<file path="src/rtl/enemy_spawn_scheduler_pkg.sv">
// Shared game constants and the spawn scheduler state type.
package enemy_spawn_scheduler_pkg;

    localparam int NUM_SLOTS    = 6;
    localparam int X_MAX        = 608;
    localparam int SCREEN_WIDTH = 640;
    localparam int X_W          = 10;

    typedef enum logic [1:0] {
        IDLE,
        WAIT,
        SELECT,
        ISSUE
    } spawn_state_t;

    function automatic logic [X_W-1:0] clamp_x(input logic [X_W-1:0] x,
                                               input logic [X_W-1:0] xmax);
        return (x > xmax) ? xmax : x;
    endfunction

endpackage

</file>
<file path="src/rtl/enemy_spawn_scheduler_rr.sv">
// Round-robin search for the first set bit of mask, starting at start and wrapping.
module rr_free_finder #(
    parameter int N  = 6,
    parameter int IW = 3
) (
    input  logic [N-1:0]  mask,
    input  logic [IW-1:0] start,
    output logic          found,
    output logic [IW-1:0] index
);

    int          pos;
    logic [IW-1:0] cand;

    always_comb begin
        found = 1'b0;
        index = '0;
        pos   = 0;
        cand  = '0;
        // Scan backwards so the candidate nearest to start is written last and wins.
        for (int k = N - 1; k >= 0; k--) begin
            pos = int'(start) + k;
            if (pos >= N) begin
                pos = pos - N;
            end
            cand = IW'(pos);
            if (mask[cand]) begin
                found = 1'b1;
                index = cand;
            end
        end
    end

endmodule

</file>
<file path="src/rtl/enemy_spawn_scheduler.sv">
// Enemy spawn scheduler: periodic round-robin slot allocation with difficulty ramp.
module enemy_spawn_scheduler #(
    parameter int NUM_SLOTS    = enemy_spawn_scheduler_pkg::NUM_SLOTS,
    parameter int PERIOD_INIT  = 90,
    parameter int PERIOD_MIN   = 20,
    parameter int PERIOD_STEP  = 5,
    parameter int LEVEL_SPAWNS = 8,
    parameter int X_MAX        = enemy_spawn_scheduler_pkg::X_MAX
) (
    input  logic                 clk,
    input  logic                 reset_n,
    input  logic                 tick,
    input  logic                 enable,
    input  logic [9:0]           random0,
    input  logic [9:0]           random1,
    input  logic [9:0]           random2,
    input  logic [9:0]           random3,
    input  logic [9:0]           random4,
    input  logic [9:0]           random5,
    input  logic [NUM_SLOTS-1:0] kill,
    input  logic                 spawn_ready,
    output logic                 spawn_valid,
    output logic [2:0]           spawn_slot,
    output logic [9:0]           spawn_x,
    output logic [NUM_SLOTS-1:0] active,
    output logic [3:0]           level,
    output logic                 missed
);

    import enemy_spawn_scheduler_pkg::*;

    localparam int PW = 16;
    localparam int IW = 3;
    localparam int CW = $clog2(LEVEL_SPAWNS + 1);

    spawn_state_t state_reg, state_next;

    logic [PW-1:0]        tick_cnt_reg, period_reg, period_dec;
    logic [CW-1:0]        spawn_cnt_reg;
    logic [IW-1:0]        rr_ptr_reg, sel_reg, found_idx, slot_reg;
    logic [NUM_SLOTS-1:0] active_reg, active_next, set_mask;
    logic [3:0]           level_reg;
    logic [X_W-1:0]       x_reg;
    logic                 valid_reg, missed_reg, found;
    logic                 tick_clr, tick_inc, take_sel, miss_now, handshake;

    logic [9:0] random_all [6];
    logic [9:0] random_arr [NUM_SLOTS];

    assign random_all[0] = random0;
    assign random_all[1] = random1;
    assign random_all[2] = random2;
    assign random_all[3] = random3;
    assign random_all[4] = random4;
    assign random_all[5] = random5;

    generate
        for (genvar gi = 0; gi < NUM_SLOTS; gi++) begin : g_rand
            assign random_arr[gi] = random_all[gi];
        end
    endgenerate

    rr_free_finder #(.N(NUM_SLOTS), .IW(IW)) u_finder (
        .mask  (~active_reg),
        .start (rr_ptr_reg),
        .found (found),
        .index (found_idx)
    );

    always_ff @(posedge clk or negedge reset_n) begin
        if (!reset_n) begin
            state_reg <= IDLE;
        end else begin
            state_reg <= state_next;
        end
    end

    always_comb begin
        state_next = state_reg;
        tick_clr   = 1'b0;
        tick_inc   = 1'b0;
        take_sel   = 1'b0;
        miss_now   = 1'b0;
        handshake  = 1'b0;
        case (state_reg)
            IDLE: begin
                if (enable) begin
                    state_next = WAIT;
                    tick_clr   = 1'b1;
                end
            end
            WAIT: begin
                if (tick && enable) begin
                    if (tick_cnt_reg == period_reg - PW'(1)) begin
                        state_next = SELECT;
                        tick_clr   = 1'b1;
                    end else begin
                        tick_inc = 1'b1;
                    end
                end
            end
            SELECT: begin
                if (found) begin
                    take_sel   = 1'b1;
                    state_next = ISSUE;
                end else begin
                    miss_now   = 1'b1;
                    state_next = WAIT;
                end
            end
            ISSUE: begin
                if (spawn_ready) begin
                    handshake  = 1'b1;
                    state_next = WAIT;
                end
            end
            default: state_next = IDLE;
        endcase
    end

    // The handshake set is OR-ed after the kill mask, so a same-cycle kill on sel loses.
    always_comb begin
        set_mask = '0;
        if (handshake) begin
            set_mask[sel_reg] = 1'b1;
        end
        active_next = (active_reg & ~kill) | set_mask;
    end

    assign period_dec = (period_reg >= PW'(PERIOD_MIN + PERIOD_STEP)) ?
                        period_reg - PW'(PERIOD_STEP) : PW'(PERIOD_MIN);

    always_ff @(posedge clk or negedge reset_n) begin
        if (!reset_n) begin
            tick_cnt_reg  <= '0;
            spawn_cnt_reg <= '0;
            rr_ptr_reg    <= '0;
            sel_reg       <= '0;
            period_reg    <= PW'(PERIOD_INIT);
            level_reg     <= '0;
            active_reg    <= '0;
            valid_reg     <= 1'b0;
            slot_reg      <= '0;
            x_reg         <= '0;
            missed_reg    <= 1'b0;
        end else begin
            missed_reg <= miss_now;
            active_reg <= active_next;
            if (tick_clr) begin
                tick_cnt_reg <= '0;
            end else if (tick_inc) begin
                tick_cnt_reg <= tick_cnt_reg + PW'(1);
            end
            if (take_sel) begin
                sel_reg   <= found_idx;
                slot_reg  <= found_idx;
                x_reg     <= clamp_x(random_arr[found_idx], X_W'(X_MAX));
                valid_reg <= 1'b1;
            end
            if (handshake) begin
                valid_reg  <= 1'b0;
                rr_ptr_reg <= (sel_reg == IW'(NUM_SLOTS - 1)) ? '0 : sel_reg + IW'(1);
                if (spawn_cnt_reg == CW'(LEVEL_SPAWNS - 1)) begin
                    spawn_cnt_reg <= '0;
                    period_reg    <= period_dec;
                    if (level_reg != 4'd15) begin
                        level_reg <= level_reg + 4'd1;
                    end
                end else begin
                    spawn_cnt_reg <= spawn_cnt_reg + CW'(1);
                end
            end
        end
    end

    assign spawn_valid = valid_reg;
    assign spawn_slot  = slot_reg;
    assign spawn_x     = x_reg;
    assign active      = active_reg;
    assign level       = level_reg;
    assign missed      = missed_reg;

endmodule

</file>
<file path="config.mk">
export PLATFORM = sky130hd
export DESIGN_NAME = enemy_spawn_scheduler
export DESIGN_NICKNAME = d
export VERILOG_FILES = /design/src/rtl/enemy_spawn_scheduler_pkg.sv /design/src/rtl/enemy_spawn_scheduler_rr.sv /design/src/rtl/enemy_spawn_scheduler.sv
export SDC_FILE = /design/constraint.sdc
export NUM_CORES = 1
export LEC_CHECK = 0
export CAP_MARGIN = 20
export CORE_MARGIN = 2
export CORE_UTILIZATION = 49
export CTS_BUF_LIST = sky130_fd_sc_hd__clkbuf_16
export CTS_CLUSTER_DIAMETER = 100
export DETAILED_ROUTE_END_ITERATION = 8
export PLACE_DENSITY_LB_ADDON = 0.08
export SYNTH_ARGS = -nofsm -noshare
export SYNTH_HDL_FRONTEND = slang
export SYNTH_SLANG_ARGS = --single-unit
export TNS_END_PERCENT = 50
</file>
<file path="constraint.sdc">
create_clock -name clk -period 4 [get_ports clk]
set_input_delay 0.4 -clock clk [delete_from_list [all_inputs] [get_ports clk]]
set_output_delay 0.4 -clock clk [all_outputs]
set_load 0.01 [all_outputs]
</file>
==> results of run 1 <==
[logic make-up after synthesis]
kind of cell,Yosys count,share of synthesized area (%)
simple gates,238,23.3
buf+inv,43,4.02
xor+xnor,53,9.02
mux,45,9.50
compound gates,129,18.2
fa+ha+maj,18,4.31
flops,66,31.7
[synthesized netlist by cell type (11+ instances only)]
| master | count |
|---|---|
| a21oi_1 | 20 |
| clkbuf_1 | 12 |
| dfrtp_1 | 62 |
| ha_1 | 18 |
| inv_1 | 19 |
| mux2i_1 | 33 |
| nand2_1 | 61 |
| nand3_1 | 13 |
| nand4_1 | 11 |
| nor2_1 | 65 |
| nor2b_1 | 13 |
| nor3_1 | 16 |
| o21ai_0 | 33 |
| xnor2_1 | 24 |
| xor2_1 | 28 |
[cell type report]
cell class | instances | area, um^2 | area share [%]
multi-input cells | 483 | 3460 | 50.9
repair buffers | 115 | 1130 | 16.6
inverters | 21 | 81.3 | 1.20
well taps | 136 | 170 | 2.50
clock buffers | 9 | 225 | 3.31
clock inverters | 7 | 77.6 | 1.14
flip-flops and latches | 66 | 1660 | 24.4
[report_power, final]
group          leakage (uW)  total, uW  switching (uW)  internal, uW
sequential         0.000851       1090             242           851
clock              0.000135        794             308           486
combinational       0.00184       4860            2650          2210
total               0.00283       6750            3200          3550
[routing by layer]
metal,vias up,GRT usage (%),wire (um)
li1,2350,-,-
met1,2346,29.7,5980
met2,141,42.1,7000
met3,24,3.87,744
met4,0,9.18,285
met5,-,0,0
[how the worst max path moves through the flow]
stage | to | cells past startpoint | slack, ns
floorplan | spawn_x[3]$_DFFE_PN0P_ | 16 | 0.0006
global placement | spawn_x[1]$_DFFE_PN0P_ | 14 | 0.17
detailed placement | spawn_x[4]$_DFFE_PN0P_ | 14 | 0.11
CTS | spawn_x[2]$_DFFE_PN0P_ | 14 | 0.08
global route | spawn_x[4]$_DFFE_PN0P_ | 13 | -0.005
finish | spawn_x[4]$_DFFE_PN0P_ | 12 | 0.22
[metrics by stage]
step           hold WS, ns  instances
2_1_floorplan        0.104        592
3_3_place_gp         0.477        813
3_5_place_dp         0.487        813
4_1_cts              0.147        829
5_1_grt              0.199        837
6_report             0.140        837
[what timing repair did]
item | CTS | global route
setup buffers | 0 | 7
setup endpoints to repair | 0 | 10
gates resized for setup | 0 | 18
==> summary.txt, run 1 <==
Drt
  – Vias per cell: 5.81
  – Drt pass-1 iters: 6
  – Initial drt markers: 239
  – Wirelength per Cell: 16.7 um
  – Wirelength, routed: 14000 um
  – Total vias in the final route: 4861
  – DRC: 0
  – Remaining antenna violation count: 0

Run
  – MaxCap Viol Count: 0

Clocking
  – Hold buffer count at CTS: 0
  – CTS tree: yes
  – H-tree levels: 3
  – Root Buffer: clkbuf_16
  – Worst skew pair latency: 0.33 ns
  – CTS Buffer Depth: 2
  – Sink Count: 66
  – CTS clk-pin slew, worst paths: 0.06 ns
  – TritonCTS buffer count: 9

Worst setup path
  – Critical path endpoint category: flop
  – Critical path class: reg -> reg
  – R2r setup slk: 0.22 ns
  – R2R Path Start: rr_ptr_reg[2]$_DFFE_PN0P_
  – Top Family by Delay on Critical Path: compound AO/OA/AOI/OAI gates
  – WP data required: 4.16 ns
  – Setup crit start kind: flop
  – Slowest cell on crit path: a221oi_1
  – CP Max Fanout: 16
  – R2R depth: 12
  – CP Launch Point: rr_ptr_reg[2]$_DFFE_PN0P_
  – CP bufs+invs: 1
  – Worst-path cell chain: ha_2, and2_1, nor4_1, o21ai_0, nand3_2, a22o_1, a211oi_4, buf_12, mux2i_1, a221oi_1, and2_2, a221oi_2
  – Max incr delay on CP: 0.53 ns
  – Crit path DAT: 3.94 ns
  – RR Endpoint: spawn_x[4]$_DFFE_PN0P_

Logic synthesis
  – Synth Area per Inst: 8.83 um^2
  – Cells after Synth: 592
  – Synth warn: 0
  – EDFF count, synth: 0
  – Seq/Total Area, Yosys: 31.7%
  – Synth area leaders: dfrtp_1, mux2i_1, xor2_1
  – Prevailing post-synth register cell: dfrtp_1
  – Area fraction of the dominant cell type after synthesis: 29.7%
  – Mapped Area: 0.00523 mm^2
  – Synth area leader: dfrtp_1
  – Syn_nets: 681
  – Async set-reset flop share out of synthesis: 100%
  – Distinct cells, synth: 79
  – Yosys reg bits: 66

Global routing
  – Global-route wire length before repair: 22200 um
  – Aggregate global routing overflow: 0
  – Pin count of the biggest net entering global routing: 36
  – Vias in the first global route: 4670
  – All-layer global routing usage: 24.1%
  – Initial antenna violation count: 0

STA
  – Pins Over Slew Limit: 0
  – Total negative slack: 0 ns
  – Period minus WS final: 3.78 ns
  – Slew HR: 37.0%
  – Final setup margin: 0.224 ns
  – Fmax: 265 MHz
  – Final setup viols: 0
  – Final setup skew: 0.00490 ns
  – Final Hold Vio Count: 0
  – Worst-margin pin slew: 0.940 ns
  – Final Cycle Share: 94.4%

Placement
  – Pre-CTS worst setup slack: 0.109 ns
  – Final GP Congestion: 0.903
  – Post-DP HPWL: 10400 um
  – Port bufs: 95
  – Dpl cell area: 0.00633 mm^2

Layout
  – Most frequent cells in the layout: clkdlybuf4s50_1, nor2_1, dfrtp_1, nand2_1
  – Share of layout cells above drive strength 1: 13.0%
  – Antenna diodes: 0
  – Area growth from synthesis to layout: 30.1%
  – Commonest non-fill, non-tap cell in the layout: clkdlybuf4s50_1
  – Finished Cell Area: 0.00680 mm^2
  – Nets@finish: 785
  – Util after Layout: 65.9%
  – Fill cell count: 829

Die
  – Area of the die: 0.0115 mm^2
  – IO Pins: 96
  – Die width: 107 um
  – Die H: 107 um
  – CORE AREA: 0.0103 mm^2
  – Site Rows: 37
  – Initial core utilization: 50.6%

Power
  – Overall Power: 6750 uW
  – Pwr/cell area: 993 mW/mm^2
  – VDD IR max: 797 uV
  – Pleak: 0.00283 uW

Status
  – Status: finished, final reports clean

Hold path
  – Worst min path class: in -> async
Power figures use the tool's default switching activity.
==> run 2, diff against run 1 <==
--- a/config.mk
+++ b/config.mk
@@ -6,12 +6,15 @@
 export NUM_CORES = 1
 export LEC_CHECK = 0
 export CAP_MARGIN = 20
+export CELL_PAD_IN_SITES_DETAIL_PLACEMENT = 1
+export CELL_PAD_IN_SITES_GLOBAL_PLACEMENT = 1
 export CORE_MARGIN = 2
-export CORE_UTILIZATION = 49
+export CORE_UTILIZATION = 36
 export CTS_BUF_LIST = sky130_fd_sc_hd__clkbuf_16
-export CTS_CLUSTER_DIAMETER = 100
+export CTS_CLUSTER_DIAMETER = 120
 export DETAILED_ROUTE_END_ITERATION = 8
 export PLACE_DENSITY_LB_ADDON = 0.08
+export SKIP_LAST_GASP = 1
 export SYNTH_ARGS = -nofsm -noshare
 export SYNTH_HDL_FRONTEND = slang
 export SYNTH_SLANG_ARGS = --single-unit
==> run 2 against run 1 <==
Against the previous run:
- non-clock buffer count is 3 higher
- clock skew is 0.0023 ns higher
- power fell by 0.73%
- critical path depth rose by 1
- highest routed layer unchanged
==> summary.txt, run 2 (synthesis results as in run 1) <==
Worst setup path
  – Setup crit start kind: flop (unchanged)
  – Critical path class: reg -> reg (unchanged)
  – RR Endpoint: spawn_x[3]$_DFFE_PN0P_ (was spawn_x[4]$_DFFE_PN0P_)
  – WP data required: 4.23 ns (was 4.16 ns)
  – R2r setup slk: 0.24 ns (was 0.22 ns)
  – Worst-path cell chain: inv_4, ha_1, nor2b_2, o31a_1, o21ai_2, nor3b_4, or4b_4, a211oi_1, o21ai_0, o311ai_1, nand2b_1, a32o_2, a221oi_2 (was ha_2, and2_1, nor4_1, o21ai_0, nand3_2, a22o_1, a211oi_4, buf_12, mux2i_1, a221oi_1, and2_2, a221oi_2)
  – Slowest cell on crit path: or4b_4 (was a221oi_1)
  – Critical path endpoint category: flop (unchanged)
  – CP Launch Point: rr_ptr_reg[0]$_DFFE_PN0P_ (was rr_ptr_reg[2]$_DFFE_PN0P_)
  – R2R Path Start: rr_ptr_reg[0]$_DFFE_PN0P_ (was rr_ptr_reg[2]$_DFFE_PN0P_)
  – Crit path DAT: 3.99 ns (was 3.94 ns)
  – CP Max Fanout: 10 (was 16)
  – Top Family by Delay on Critical Path: compound AO/OA/AOI/OAI gates (unchanged)
  – Max incr delay on CP: 0.53 ns (about the same)
  – R2R depth: 13 (was 12)
  – CP bufs+invs: 1 (unchanged)

Global routing
  – Vias in the first global route: 5207 (was 4670)
  – All-layer global routing usage: 20.9% (was 24.1%)
  – Pin count of the biggest net entering global routing: 46 (was 36)
  – Initial antenna violation count: 0 (unchanged)
  – Aggregate global routing overflow: 0 (unchanged)
  – Global-route wire length before repair: 26700 um (was 22200 um)

Drt
  – Drt pass-1 iters: 4 (was 6)
  – DRC: 0 (unchanged)
  – Wirelength, routed: 16100 um (was 14000 um)
  – Total vias in the final route: 4869 (was 4861)
  – Initial drt markers: 181 (was 239)
  – Vias per cell: 5.48 (was 5.81)
  – Wirelength per Cell: 18.2 um (was 16.7 um)
  – Remaining antenna violation count: 0 (unchanged)

STA
  – Period minus WS final: 3.76 ns (was 3.78 ns)
  – Final Hold Vio Count: 0 (unchanged)
  – Pins Over Slew Limit: 0 (unchanged)
  – Final Cycle Share: 94.0% (was 94.4%)
  – Final setup skew: 0.00720 ns (was 0.00490 ns)
  – Fmax: 266 MHz (was 265 MHz)
  – Worst Hold Slack: 0.0909 ns (was 0.140 ns)
  – RSZ-0062 raised after global routing: no
  – Total negative slack: 0 ns (unchanged)
  – Slew HR: 57.4% (was 37.0%)
  – Final setup viols: 0 (unchanged)
  – Worst-margin pin slew: 0.637 ns (was 0.940 ns)

Placement
  – Port bufs: 95 (unchanged)
  – Post-DP HPWL: 12500 um (was 10400 um)
  – Final GP Congestion: 0.869 (was 0.903)

Die
  – Initial core utilization: 36.4% (was 50.6%)
  – IO Pins: 96 (unchanged)
  – Die width: 125 um (was 107 um)
  – Site Rows: 44 (was 37)
  – Die H: 125 um (was 107 um)
  – Area of the die: 0.0155 mm^2 (was 0.0115 mm^2)
  – CORE AREA: 0.0144 mm^2 (was 0.0103 mm^2)

Power
  – VDD IR max: 461 uV (was 797 uV)
  – Pwr/cell area: 976 mW/mm^2 (was 993 mW/mm^2)
  – Pleak: 0.00286 uW (was 0.00283 uW)

Clocking
  – CTS Buffer Depth: 2 (unchanged)
  – Worst skew pair latency: 0.33 ns (about the same)
  – Sink Count: 66 (unchanged)
  – TritonCTS buffer count: 9 (unchanged)
  – CTS tree: yes (unchanged)
  – Root Buffer: clkbuf_16 (unchanged)
  – CTS clk-pin slew, worst paths: 0.06 ns (about the same)
  – H-tree levels: 3 (unchanged)

Layout
  – Antenna diodes: 0 (unchanged)
  – Nets@finish: 788 (was 785)
  – Commonest non-fill, non-tap cell in the layout: clkdlybuf4s50_1 (unchanged)
  – Share of layout cells above drive strength 1: 13.2% (was 13.0%)
  – Most frequent cells in the layout: clkdlybuf4s50_1, nor2_1, nand2_1, dfrtp_1 (was clkdlybuf4s50_1, nor2_1, dfrtp_1, nand2_1)
  – Area growth from synthesis to layout: 31.4% (was 30.1%)
  – Fill cell count: 1629 (was 829)

Run
  – MaxCap Viol Count: 0 (unchanged)

Status
  – Status: finished, final reports clean (unchanged)

Hold path
  – Worst min path class: in -> async (unchanged)
==> run 2: cell types whose count changed in the layout (fill, tap and decap cells not counted), moves of 2 or more <==
cell	delta
dfrtp_1	-2
clkinvlp_4	-3
clkinv_2	+3
o311ai_1	+2
buf_4	+3
dfrtp_2	+2
inv_6	-2
clkinv_4	+2
==> run 2: cell type report <==
type / count / area [um^2] / area share, %
sequential: 66 / 1660 / 24.2
clock buffer: 9 / 225 / 3.28
clock inverter: 7 / 70.1 / 1.02
inverter: 21 / 81.3 / 1.18
multi-input combinational: 483 / 3450 / 50.2
tap: 184 / 230 / 3.35
timing repair buffer: 118 / 1150 / 16.8
==> run 2: per-stage QoR <==
step | instances | instance area (um^2) | util (%) | power [uW] | setup slack [ns]
after floorplan | 592 | 5230 | - | 4410 | 0.000578
after global placement | 869 | 6450 | 44.9 | 5560 | 0.266
after detailed placement | 869 | 6450 | 44.9 | 5680 | 0.102
after CTS | 885 | 6740 | 46.9 | 6510 | 0.0708
after global routing | 888 | 6870 | 47.8 | 7230 | 0.000183
final | 888 | 6870 | 47.8 | 6700 | 0.240
==> run 2: power breakdown <==
| group | switching, uW | leakage [uW] | total (uW) | internal, uW |
|---|---|---|---|---|
| sequential | 246 | 0.000849 | 1100 | 853 |
| combinational | 2710 | 0.00186 | 4810 | 2100 |
| clock | 307 | 0.000145 | 788 | 481 |
==> run 2: how the worst max path moves through the flow <==
| stage | endpoint | slack [ns] | cells past startpoint |
|---|---|---|---|
| CTS | spawn_x[0]$_DFFE_PN0P_ | 0.07 | 13 |
| global route | spawn_x[3]$_DFFE_PN0P_ | 0.0002 | 13 |
| finish | spawn_x[3]$_DFFE_PN0P_ | 0.24 | 13 |
| global placement | spawn_x[3]$_DFFE_PN0P_ | 0.27 | 13 |
| detailed placement | spawn_x[0]$_DFFE_PN0P_ | 0.10 | 13 |
| floorplan | spawn_x[3]$_DFFE_PN0P_ | 0.0006 | 16 |
==> run 2: routing by layer <==
metal	global-route usage (%)	vias up	part of all wire [%]	routed length [um]
li1	-	2355	-	-
met1	26.5	2427	46	7420
met2	37.1	70	50	8120
met3	3.22	17	2.3	366
met4	5.09	0	1.3	215
met5	0	-	0	0
==> run 2: what timing repair did <==
action                                  CTS  global route
hold buffers                              0             0
endpoints found under the setup margin    0            10
setup buffers                             0             2
gates resized for setup                   0            17
